==> src/rtl/reset_seq_ctrl.sv <==
// Staggered multi-channel reset sequencer: arbitrates root, debug-module and software requests.
// Optional sticky reset-cause register enabled by defining RESET_SEQ_CTRL_CAUSE_EN.
module reset_seq_ctrl #(
   parameter int                    N_CHANNELS     = 4,
   parameter int                    HOLD_CYCLES    = 4,
   parameter int                    STAGGER_CYCLES = 2,
   parameter logic [N_CHANNELS-1:0] HART_MASK      = {{(N_CHANNELS-1){1'b0}}, 1'b1}
) (
   input  logic                  clk,
   input  logic                  rst,
   input  logic                  sys_reset_req,
   input  logic                  hart_reset_req,
   input  logic [N_CHANNELS-1:0] chan_reset_req,
`ifdef RESET_SEQ_CTRL_CAUSE_EN
   input  logic                  cause_clr,
   output logic [2:0]            reset_cause,
`endif
   output logic [N_CHANNELS-1:0] chan_rst_n,
   output logic                  sys_reset_done,
   output logic                  hart_reset_done,
   output logic                  busy
);

   localparam int HOLD_W = (HOLD_CYCLES > 1) ? $clog2(HOLD_CYCLES) : 1;
   localparam int IDX_W  = (N_CHANNELS > 1) ? $clog2(N_CHANNELS) : 1;
   localparam int STG_W  = (STAGGER_CYCLES > 1) ? $clog2(STAGGER_CYCLES) : 1;

   localparam logic [HOLD_W-1:0] HOLD_LAST = HOLD_W'(HOLD_CYCLES - 1);
   localparam logic [IDX_W-1:0]  IDX_LAST  = IDX_W'(N_CHANNELS - 1);
   localparam logic [STG_W-1:0]  STG_LAST  = STG_W'(STAGGER_CYCLES - 1);

   typedef enum logic [1:0] {
      ST_HOLD,
      ST_RELEASE,
      ST_IDLE
   } state_e;

   state_e                  state_q, state_d;
   logic [N_CHANNELS-1:0]   target_q, target_d;
   logic [N_CHANNELS-1:0]   chan_q, chan_d;
   logic [HOLD_W-1:0]       hold_cnt_q, hold_cnt_d;
   logic [IDX_W-1:0]        idx_q, idx_d;
   logic [STG_W-1:0]        stg_cnt_q, stg_cnt_d;
   logic                    sys_done_q, sys_done_d;
   logic                    hart_done_q, hart_done_d;
   logic                    busy_q, busy_d;
   logic [N_CHANNELS-1:0]   req_mask;
   logic                    slot_first;

   always_comb begin
      // NOTE: every _d gets its hold value first so no path leaves it unassigned (no latch).
      state_d    = state_q;
      target_d   = target_q;
      chan_d     = chan_q;
      hold_cnt_d = hold_cnt_q;
      idx_d      = idx_q;
      stg_cnt_d  = stg_cnt_q;
      slot_first = (stg_cnt_q == '0);
      req_mask   = {N_CHANNELS{sys_reset_req}}
                 | (hart_reset_req ? HART_MASK : '0)
                 | chan_reset_req;

      // Any request wins over sequencing: assert the requested channels and restart the hold.
      if (req_mask != '0) begin
         target_d   = target_q | req_mask;
         chan_d     = chan_q & ~req_mask;
         hold_cnt_d = '0;
         state_d    = ST_HOLD;
      end else begin
         case (state_q)
            ST_HOLD: begin
               if (hold_cnt_q == HOLD_LAST) begin
                  hold_cnt_d = '0;
                  idx_d      = '0;
                  stg_cnt_d  = '0;
                  state_d    = ST_RELEASE;
               end else begin
                  hold_cnt_d = hold_cnt_q + 1'b1;
               end
            end
            ST_RELEASE: begin
               if (slot_first && target_q[idx_q]) begin
                  chan_d[idx_q]   = 1'b1;
                  target_d[idx_q] = 1'b0;
               end
               // Untargeted slots are skipped in a single cycle.
               if ((slot_first && !target_q[idx_q]) || (stg_cnt_q == STG_LAST)) begin
                  stg_cnt_d = '0;
                  if (idx_q == IDX_LAST) begin
                     state_d = ST_IDLE;
                  end else begin
                     idx_d = idx_q + 1'b1;
                  end
               end else begin
                  stg_cnt_d = stg_cnt_q + 1'b1;
               end
            end
            ST_IDLE: begin
            end
            default: begin
               state_d = ST_HOLD;
            end
         endcase
      end

      sys_done_d  = (&chan_d) & ~sys_reset_req;
      hart_done_d = (&(chan_d | ~HART_MASK)) & ~hart_reset_req;
      busy_d      = (state_d != ST_IDLE);
   end

   // NOTE: state registers use non-blocking assignments only; the comb block above uses blocking.
   always_ff @(posedge clk or posedge rst) begin
      if (rst) begin
         state_q     <= ST_HOLD;
         target_q    <= '1;
         chan_q      <= '0;
         hold_cnt_q  <= '0;
         idx_q       <= '0;
         stg_cnt_q   <= '0;
         sys_done_q  <= 1'b0;
         hart_done_q <= 1'b0;
         busy_q      <= 1'b1;
      end else begin
         state_q     <= state_d;
         target_q    <= target_d;
         chan_q      <= chan_d;
         hold_cnt_q  <= hold_cnt_d;
         idx_q       <= idx_d;
         stg_cnt_q   <= stg_cnt_d;
         sys_done_q  <= sys_done_d;
         hart_done_q <= hart_done_d;
         busy_q      <= busy_d;
      end
   end

   assign chan_rst_n      = chan_q;
   assign sys_reset_done  = sys_done_q;
   assign hart_reset_done = hart_done_q;
   assign busy            = busy_q;

`ifdef RESET_SEQ_CTRL_CAUSE_EN
   logic [2:0] cause_q, cause_d;

   // Bits {chan, hart, sys}; a new request outranks a simultaneous clear.
   always_comb begin
      cause_d = (cause_q & ~{3{cause_clr}})
              | {|chan_reset_req, hart_reset_req, sys_reset_req};
   end

   always_ff @(posedge clk or posedge rst) begin
      if (rst) begin
         cause_q <= 3'b000;
      end else begin
         cause_q <= cause_d;
      end
   end

   assign reset_cause = cause_q;
`endif

endmodule

==> config.mk <==
export PLATFORM = sky130hd
export DESIGN_NAME = reset_seq_ctrl
export DESIGN_NICKNAME = d
export VERILOG_FILES = /design/src/rtl/reset_seq_ctrl.sv
export SDC_FILE = /design/constraint.sdc
export NUM_CORES = 1
export LEC_CHECK = 0
export BUFFER_PORTS_ARGS = -buffer_cell sky130_fd_sc_hd__buf_2
export CORE_MARGIN = 1.5
export CORE_UTILIZATION = 57
export CTS_BUF_LIST = sky130_fd_sc_hd__clkbuf_4 sky130_fd_sc_hd__clkbuf_8
export DETAILED_ROUTE_END_ITERATION = 8
export PLACE_DENSITY = 0.8
export SYNTH_ARGS = -nofsm -noshare
export SYNTH_HDL_FRONTEND = slang
export SYNTH_SLANG_ARGS = --single-unit
==> constraint.sdc <==
create_clock -name clk -period 1.8 [get_ports clk]
set_input_delay 0.27 -clock clk [delete_from_list [all_inputs] [get_ports clk]]
set_output_delay 0.27 -clock clk [all_outputs]
set_load 0.02 [all_outputs]
After elaboration in Yosys (flattened, before gate mapping)
Cells that the tools add are included.
{"block": "op_classes", "addsub": 3, "order_cmp": 2, "eq_ne": 8, "muxes": 26, "bitwise": 14, "reduce_logical": 15}
{"op": "4-bit 2-to-1 mux", "count": 6}
{"op": "2-bit 2-to-1 mux", "count": 10}
{"op": "4-bit bitwise OR", "count": 3}
{"op": "4-bit bitwise AND", "count": 2}
{"op": "2-bit != test, second input constant", "count": 4}
{"op": "4-bit NOT", "count": 2}
{"op": "2-bit nonzero test", "count": 4}
{"op": "2-bit == test, second input constant", "count": 3}
{"op": "2-bit case mux with 3 select lines", "count": 1}
{"op": "1-bit 2-to-1 mux", "count": 5}
{"op": "5-bit AND reduction", "count": 1}
{"op": "2-bit by 1-bit adder with 2-bit output, second input constant", "count": 2}
{"op": "1-bit NOT", "count": 4}
{"op": "4-bit by 1-bit bitwise OR with 4-bit output", "count": 1}
{"op": "2-bit case mux with 2 select lines", "count": 1}
{"op": "4-bit AND reduction", "count": 1}
{"op": "4-bit nonzero test", "count": 1}
{"op": "1-bit logical AND", "count": 3}
{"op": "2-bit by 3-bit < comparator with 1-bit output, second input constant", "count": 1}
{"op": "3-bit AND reduction", "count": 1}
{"op": "1-bit bitwise AND", "count": 2}
{"op": "1-bit binary-select mux with 2-bit select", "count": 1}
{"op": "1-bit demux with 2-bit select", "count": 1}
{"op": "2-bit by 1-bit == test with 1-bit output, second input constant", "count": 1}
{"op": "7 further kinds", "count": 7}
{"block": "word_totals", "register_bits": 18, "out_inout_bits": 7}

Longest topological paths before layout
Gate-level depths: netlist (run 1).
{"block": "logic_depth", "depth_word": 10, "mapped_depth": 5, "ltp_nobuf": 5}

Worst setup path after synthesis (run 1)
OpenSTA, ideal clock, no wires.
{"block": "synth_timing", "path_type": "reg2reg", "start": "reg idx_q[0]", "end": "reg idx_q[1]", "setup_time_ns": 0.126, "arrival_time_ns": 1.477, "path_slack_ns": 0.197, "stages_incl_launch_ff": 6, "period_less_slack_ns": 1.603, "cell_sequence": "dfrtp_1 > mux2_2 > a22oi_2 > buf_4 > a21oi_1 > a221o_1"}
{"block": "synth_via", "elab_chain_len": 7}
{"element": "from (decl)", "line_no": "42", "source": "logic [IDX_W-1:0] idx_q, idx_d;"}
{"element": "from (signal assigned)", "line_no": "128", "source": "idx_q <= idx_d;"}
{"element": "1-bit binary-select mux with 2-bit select", "line_no": "87", "source": "if ((slot_first && !target_q[idx_q]) || (stg_cnt_q == STG_LAST)) begin"}
{"element": "1-bit 2-to-1 mux (not written as such)", "line_no": "87"}
{"element": "1-bit zero test", "line_no": "87"}
{"element": "1-bit logical AND", "line_no": "87"}
{"element": "1-bit logical OR", "line_no": "87"}
{"element": "2-bit != test (no line)"}
{"element": "5-bit AND reduction (no line)"}
Several ways; a longest one is shown, not always the timed one. The select of a mux whose other input is x is not followed.
A chain may end at the register's enable or synchronous reset.

Worst setup path after layout (run 1)
Same ends and word-level chain as after synthesis.

==> results of run 1 <==
-- synthesized netlist by cell type (all sizes together), types with 2 or more instances --
master,count
a21oi,4
a31oi,2
dfrtp,13
dfstp,5
ha,5
inv,6
mux2,2
nand2,9
nand4,2
nor2,14
nor2b,2
nor4,2
o21ai,4
o31ai,4
-- metrics by stage --
step / worst slack [ps] / hold slack, ps
6_report: 114 / 36.5
5_1_grt: 0.724 / 114
4_1_cts: 100 / 66.9
3_5_place_dp: 122 / 394
3_3_place_gp: 206 / 385
2_1_floorplan: 197 / 205
-- how the worst max path moves through the flow --
stage | from | end | slack [ps] | cells after the start
after floorplan | idx_q[0] | idx_q[1] | 200 | 5
after global placement | idx_q[0] | idx_q[0] | 210 | 5
after detailed placement | idx_q[0] | idx_q[0] | 120 | 5
after CTS | idx_q[0] | idx_q[0] | 100 | 5
after global routing | idx_q[0] | idx_q[0] | 0.7 | 5
final | idx_q[0] | idx_q[1] | 110 | 5
-- per-layer routing --
layer  up-vias  share of wire [%]
met2        14                 46
li1        356                  -
met3         5                2.7
met1       340                 49
met5         -                  0
met4         0                2.3
-- flip-flops by register name, summed over array words and instances, names as in the netlist --
name and count:
target_q 4, idx_q 2, sys_reset_done 1, hold_cnt_q 2
stg_cnt_q 1, chan_rst_n 4, hart_reset_done 1, busy 1
state_q 2
-- power by group through the flow --
stage	Combinational [W]	Sequential (W)	Clock, W
6_report	0.0000308	0.000405	0.000224
3_3_place_gp	0.0000305	0.000413	0
3_5_place_dp	0.0000314	0.000413	0
4_1_cts	0.0000314	0.000405	0.000227
5_1_grt	0.0000355	0.000405	0.000243
2_1_floorplan	0.0000137	0.000413	0
-- final cells by class --
| cell class | count | area (sq um) |
|---|---|---|
| Inverter | 6 | 22.5 |
| Timing Repair Buffer | 18 | 100 |
| Fill cell | 121 | 449 |
| Multi-Input combinational cell | 63 | 445 |
| Sequential cell | 18 | 457 |
| Clock buffer | 4 | 30.0 |
| Tap cell | 16 | 20.0 |
-- logic make-up after synthesis --
| logic type | share of synthesized area (%) |
|---|---|
| muxes | 3.49 |
| DFF | 49.0 |
| AOI/OAI and AO/OA | 16.2 |
| buffers and inverters | 3.22 |
| adders and majority gates | 6.71 |
| and+or+nand+nor | 21.3 |
==> flow_summary.ini, run 1 <==
[status]
outcome = finished, final reports clean

[sta]
relSlewSlack_pct = 57.8
fmax_mhz = 593
finalCritPeriodShare_pct = 93.7
report.final.setup_viol = 0
timing.setup.tns_ps = 0
layout_min_cycle_time_ps = 1690
finalHoldViolations = 0
drv_slew = 0
tightest_slew_ps = 633
rsz0062_at_grt = false
fin_skew_ps = 9.87

[min_path]
hold_class = input pin to asynchronous set/reset pin

[die]
core-area_sq_um = 1520
io_pins = 15
die_area_sq_um = 1890
rows = 14
start_util_pct = 61.2
die_w_microns = 43.4
die_y_microns = 43.4

[logic_synthesis]
synthDistinctLibCells = 32
synth-async-reset-ratio_pct = 100
synth.area.top_cells = dfrtp_1 35%, dfstp_2 14%, ha_1 6.7%
syn_area_sq_um = 932
avgSynthCellArea_sq_um = 10.6
ys_warn_count = 0
synth_edf_count = 0
ys.flop_type = dfrtp_1
synth-seq-cells = 18
synth_nets = 101
yosysTopAreaCellShare_pct = 34.9
synth_cells = 88
yosysTopAreaCell = dfrtp_1
ys_seq_area_share_pct = 49.0

[critical_path]
cp_num_buf_inv = 1
r2r_start = idx_q[0]
setup.worst_path.start_class = flip-flop
critPathKind = flip-flop to flip-flop
arrival_ps = 1870
critical-path-top-delay-family = compound AO/OA/AOI/OAI gates
ff2ff_path_depth = 5
path_cells = mux2_2, a22oi_2, buf_4, a21oi_1, a221o_1
r2r-end = idx_q[1]
cp.required_ps = 1990
endpoint_kind = flip-flop
cp_max_fo = 13
reg2reg_setup_slack_ps = 110
critical_path.max_stage_delay_ps = 470
crit_slowest_cell = dfrtp_1

[pwr]
p_sw_w = 0.000144
p_seq_share_pct = 61.4
irDropWorstVdd_uv = 496
p_clk_share_pct = 33.9
combPwrFrac_pct = 4.7
power.density_nw_per_um2 = 614
intPower_w = 0.000516
swShare_pct = 21.8
total_power_w = 0.000660
cellLeakagePower_nw = 0.491

[detailed_routing]
vias = 715
wl_microns = 1760
drt-initial-drc-count = 19
wl_per_cell_microns = 14.0
vias_per_cell = 5.72
antenna_left = 0
dr.pass1.iters = 4
drcViolationCount = 0

[placed_design]
hpwl_microns = 1350
gp_congestion = 0.813
dp.cells = 121
placed_cell_area_sq_um = 1040
io_buffers = 14

[cts]
clkTransAtPathRegs_ps = 100
htree_num_levels = 1
cts_root_buf = clkbuf_4
clock_latency_ps = 300
cts_tree = done
cts_resized = 0
cts.path.max_buffers = 2
cts_setup_buffers = 0
numCtsBuffers = 3
cts_hold_buf = 0
cts.sinks = 18

[layout]
syn_to_final_growth_pct = 15.3
postLayoutCoreUtil_pct = 70.5
drive_above_1_share_pct = 33.0
layout_commonest_cell = buf_2
num-nets-final = 123
n_antenna_cell = 0
final_cell_mix = 14 x buf_2, 13 x nor2_1, 13 x dfrtp_1
finalInstanceArea_sq_um = 1070
finalNonFillerCells = 125

[global_route]
grt.overflow.total = 0
grt_use_met1_pct = 30.0
grt_pass1_wl_microns = 3050
grt_util_met3_pct = 3.75
grt_max_degree = 19
antenna_found_initial = 0
grt_pass1_vias = 669
busiest_layer = met2
grt_usage_pct = 22.4
global_route.usage.met2_pct = 34.3

[run]
maxCapViolations = 0
Power figures use the tool's default switching activity.
==> run 2, diff against run 1 <==
ABC_AREA = 1   (was unset)
==> flow_summary.ini, run 2 <==
[logic_synthesis]
avgSynthCellArea_sq_um = 9.02
yosysTopAreaCell = dfrtp_1
yosys-top-cells-count = 23 x nand2_1, 13 x dfrtp_1, 12 x inv_1
synth-async-reset-ratio_pct = 100
synth_edf_count = 0
synthDistinctLibCells = 23
synth.area.top_cells = dfrtp_1 34%, dfstp_2 14%, nand2_1 9.0%
synth_cells = 106
synth-seq-cells = 18
yosysMostFrequentCell = nand2_1
synth_nets = 119
syn_area_sq_um = 956
ys_warn_count = 0
ys.flop_type = dfrtp_1
yosysTopAreaCellShare_pct = 34.0
ys_seq_area_share_pct = 47.8

[die]
die_w_microns = 44.0
die_y_microns = 44.0
rows = 14
die_area_sq_um = 1930
io_pins = 15
core-area_sq_um = 1540
start_util_pct = 62.0

[layout]
drive_above_1_share_pct = 35.5
final_cell_mix = 23 x nand2_1, 14 x buf_2, 13 x dfrtp_1
fill_cells = 127
layout_commonest_cell = nand2_1
n_antenna_cell = 0
finalNonFillerCells = 140
num-nets-final = 138
syn_to_final_growth_pct = 13.2
finalInstanceArea_sq_um = 1080

[cts]
cts_root_buf = clkbuf_4
htree_num_levels = 1
clkTransAtPathRegs_ps = 100
cts.sinks = 18
cts_tree = done
cts_setup_buffers = 0
cts_hold_buf = 0
numCtsBuffers = 3
cts.path.max_buffers = 2
cts_resized = 0
clock_latency_ps = 290

[sta]
tightest_slew_ps = 656
finalHoldViolations = 0
finalCritPeriodShare_pct = 76.0
fin_skew_ps = 2.25
drv_slew = 0
relSlewSlack_pct = 56.2
rsz0062_at_grt = false
report.final.setup_viol = 0
finalHoldWorstSlack_ps = 49.7
layout_min_cycle_time_ps = 1370
timing.setup.tns_ps = 0
fmax_mhz = 731

[critical_path]
arrival_ps = 1610
critPathKind = flip-flop to flip-flop
setup.worst_path.start_class = flip-flop
endpoint_kind = flip-flop
cp.required_ps = 2040
cp_max_fo = 8

[detailed_routing]
drcViolationCount = 0
wl_microns = 1620
drt-initial-drc-count = 9
wl_per_cell_microns = 11.6
vias = 701
dr.pass1.iters = 4
vias_per_cell = 5.01
antenna_left = 0

[pwr]
intPower_w = 0.000537
power.density_nw_per_um2 = 629
swShare_pct = 21.1
cellLeakagePower_nw = 0.556
irDropWorstVdd_uv = 494
p_seq_share_pct = 59.5
p_clk_share_pct = 36.3
p_sw_w = 0.000144
combPwrFrac_pct = 4.1

[min_path]
hold_class = input pin to asynchronous set/reset pin

[global_route]
grt.overflow.total = 0
grt_pass1_wl_microns = 2840
antenna_found_initial = 0
grt_pass1_vias = 678
grt_usage_pct = 20.9
grt_max_degree = 19

[placed_design]
hpwl_microns = 1290
dp.cells = 136
gp_congestion = 0.856
io_buffers = 14
placed_cell_area_sq_um = 1050

[run]
maxCapViolations = 0

[status]
outcome = finished, final reports clean
## run 2: final cells by class
cell class / count / area [sq um] / area share (%)
sequential: 18 / 457 / 42.2
tap: 16 / 20.0 / 1.85
clock buffer: 4 / 36.3 / 3.35
timing repair buffer: 14 / 70.1 / 6.47
inverter: 17 / 63.8 / 5.90
multi-input combinational: 71 / 435 / 40.2
## run 2: layer usage
metal  wire [microns]  track usage, %  up-vias
met5                0               0        -
met4               40            12.7        0
met3               37            2.50        4
met2              752            32.1        9
met1              786            28.1      313
li1                 -               -      375
## run 2: cell families after synthesis
family,Yosys count,share of synthesized area [%]
compound gates,11,7.07
fa+ha+maj,5,6.54
buf+inv,17,6.68
flops,18,47.8
simple gates,55,31.9
## run 2: final timing paths
kind | startpoint | endpoint | slack (ps) | cells after the start
setup / recovery | state_q[1] | sys_reset_done | 430 | 7
hold / removal | rst | chan_rst_n[1] | 50 | 2
setup reg to reg | state_q[1] | sys_reset_done | 430 | 7
hold reg to reg | target_q[3] | target_q[3] | 470 | 2
max in group asynchronous | rst | idx_q[1] | 1330 | 2
min in group clk | chan_reset_req[3] | target_q[3] | 200 | 3
## run 2: critical path, cell delays in order (launching register included)
cell,delay (ps)
dfrtp_1,470
nor2_4,260
nand2_2,90
nor2_1,110
nand3_1,130
nand2_2,110
nand2_2,60
nor2_2,90
## run 2: through the flow
step,total power [W],setup WS [ps],utilization (%)
after floorplan,0.000428,592,-
after global placement,0.000441,444,67.9
after detailed placement,0.000442,443,67.9
after CTS,0.000689,429,70.2
after global routing,0.000708,292,70.2
final,0.000681,432,70.2
## run 2: power by group through the flow
stage / sequential [W] / clock [W] / combinational [W]
after global routing: 0.000406 / 0.000269 / 0.0000329
final: 0.000406 / 0.000247 / 0.0000282
after global placement: 0.000413 / 0 / 0.0000283
after detailed placement: 0.000413 / 0 / 0.0000290
after CTS: 0.000406 / 0.000254 / 0.0000291
after floorplan: 0.000413 / 0 / 0.0000149
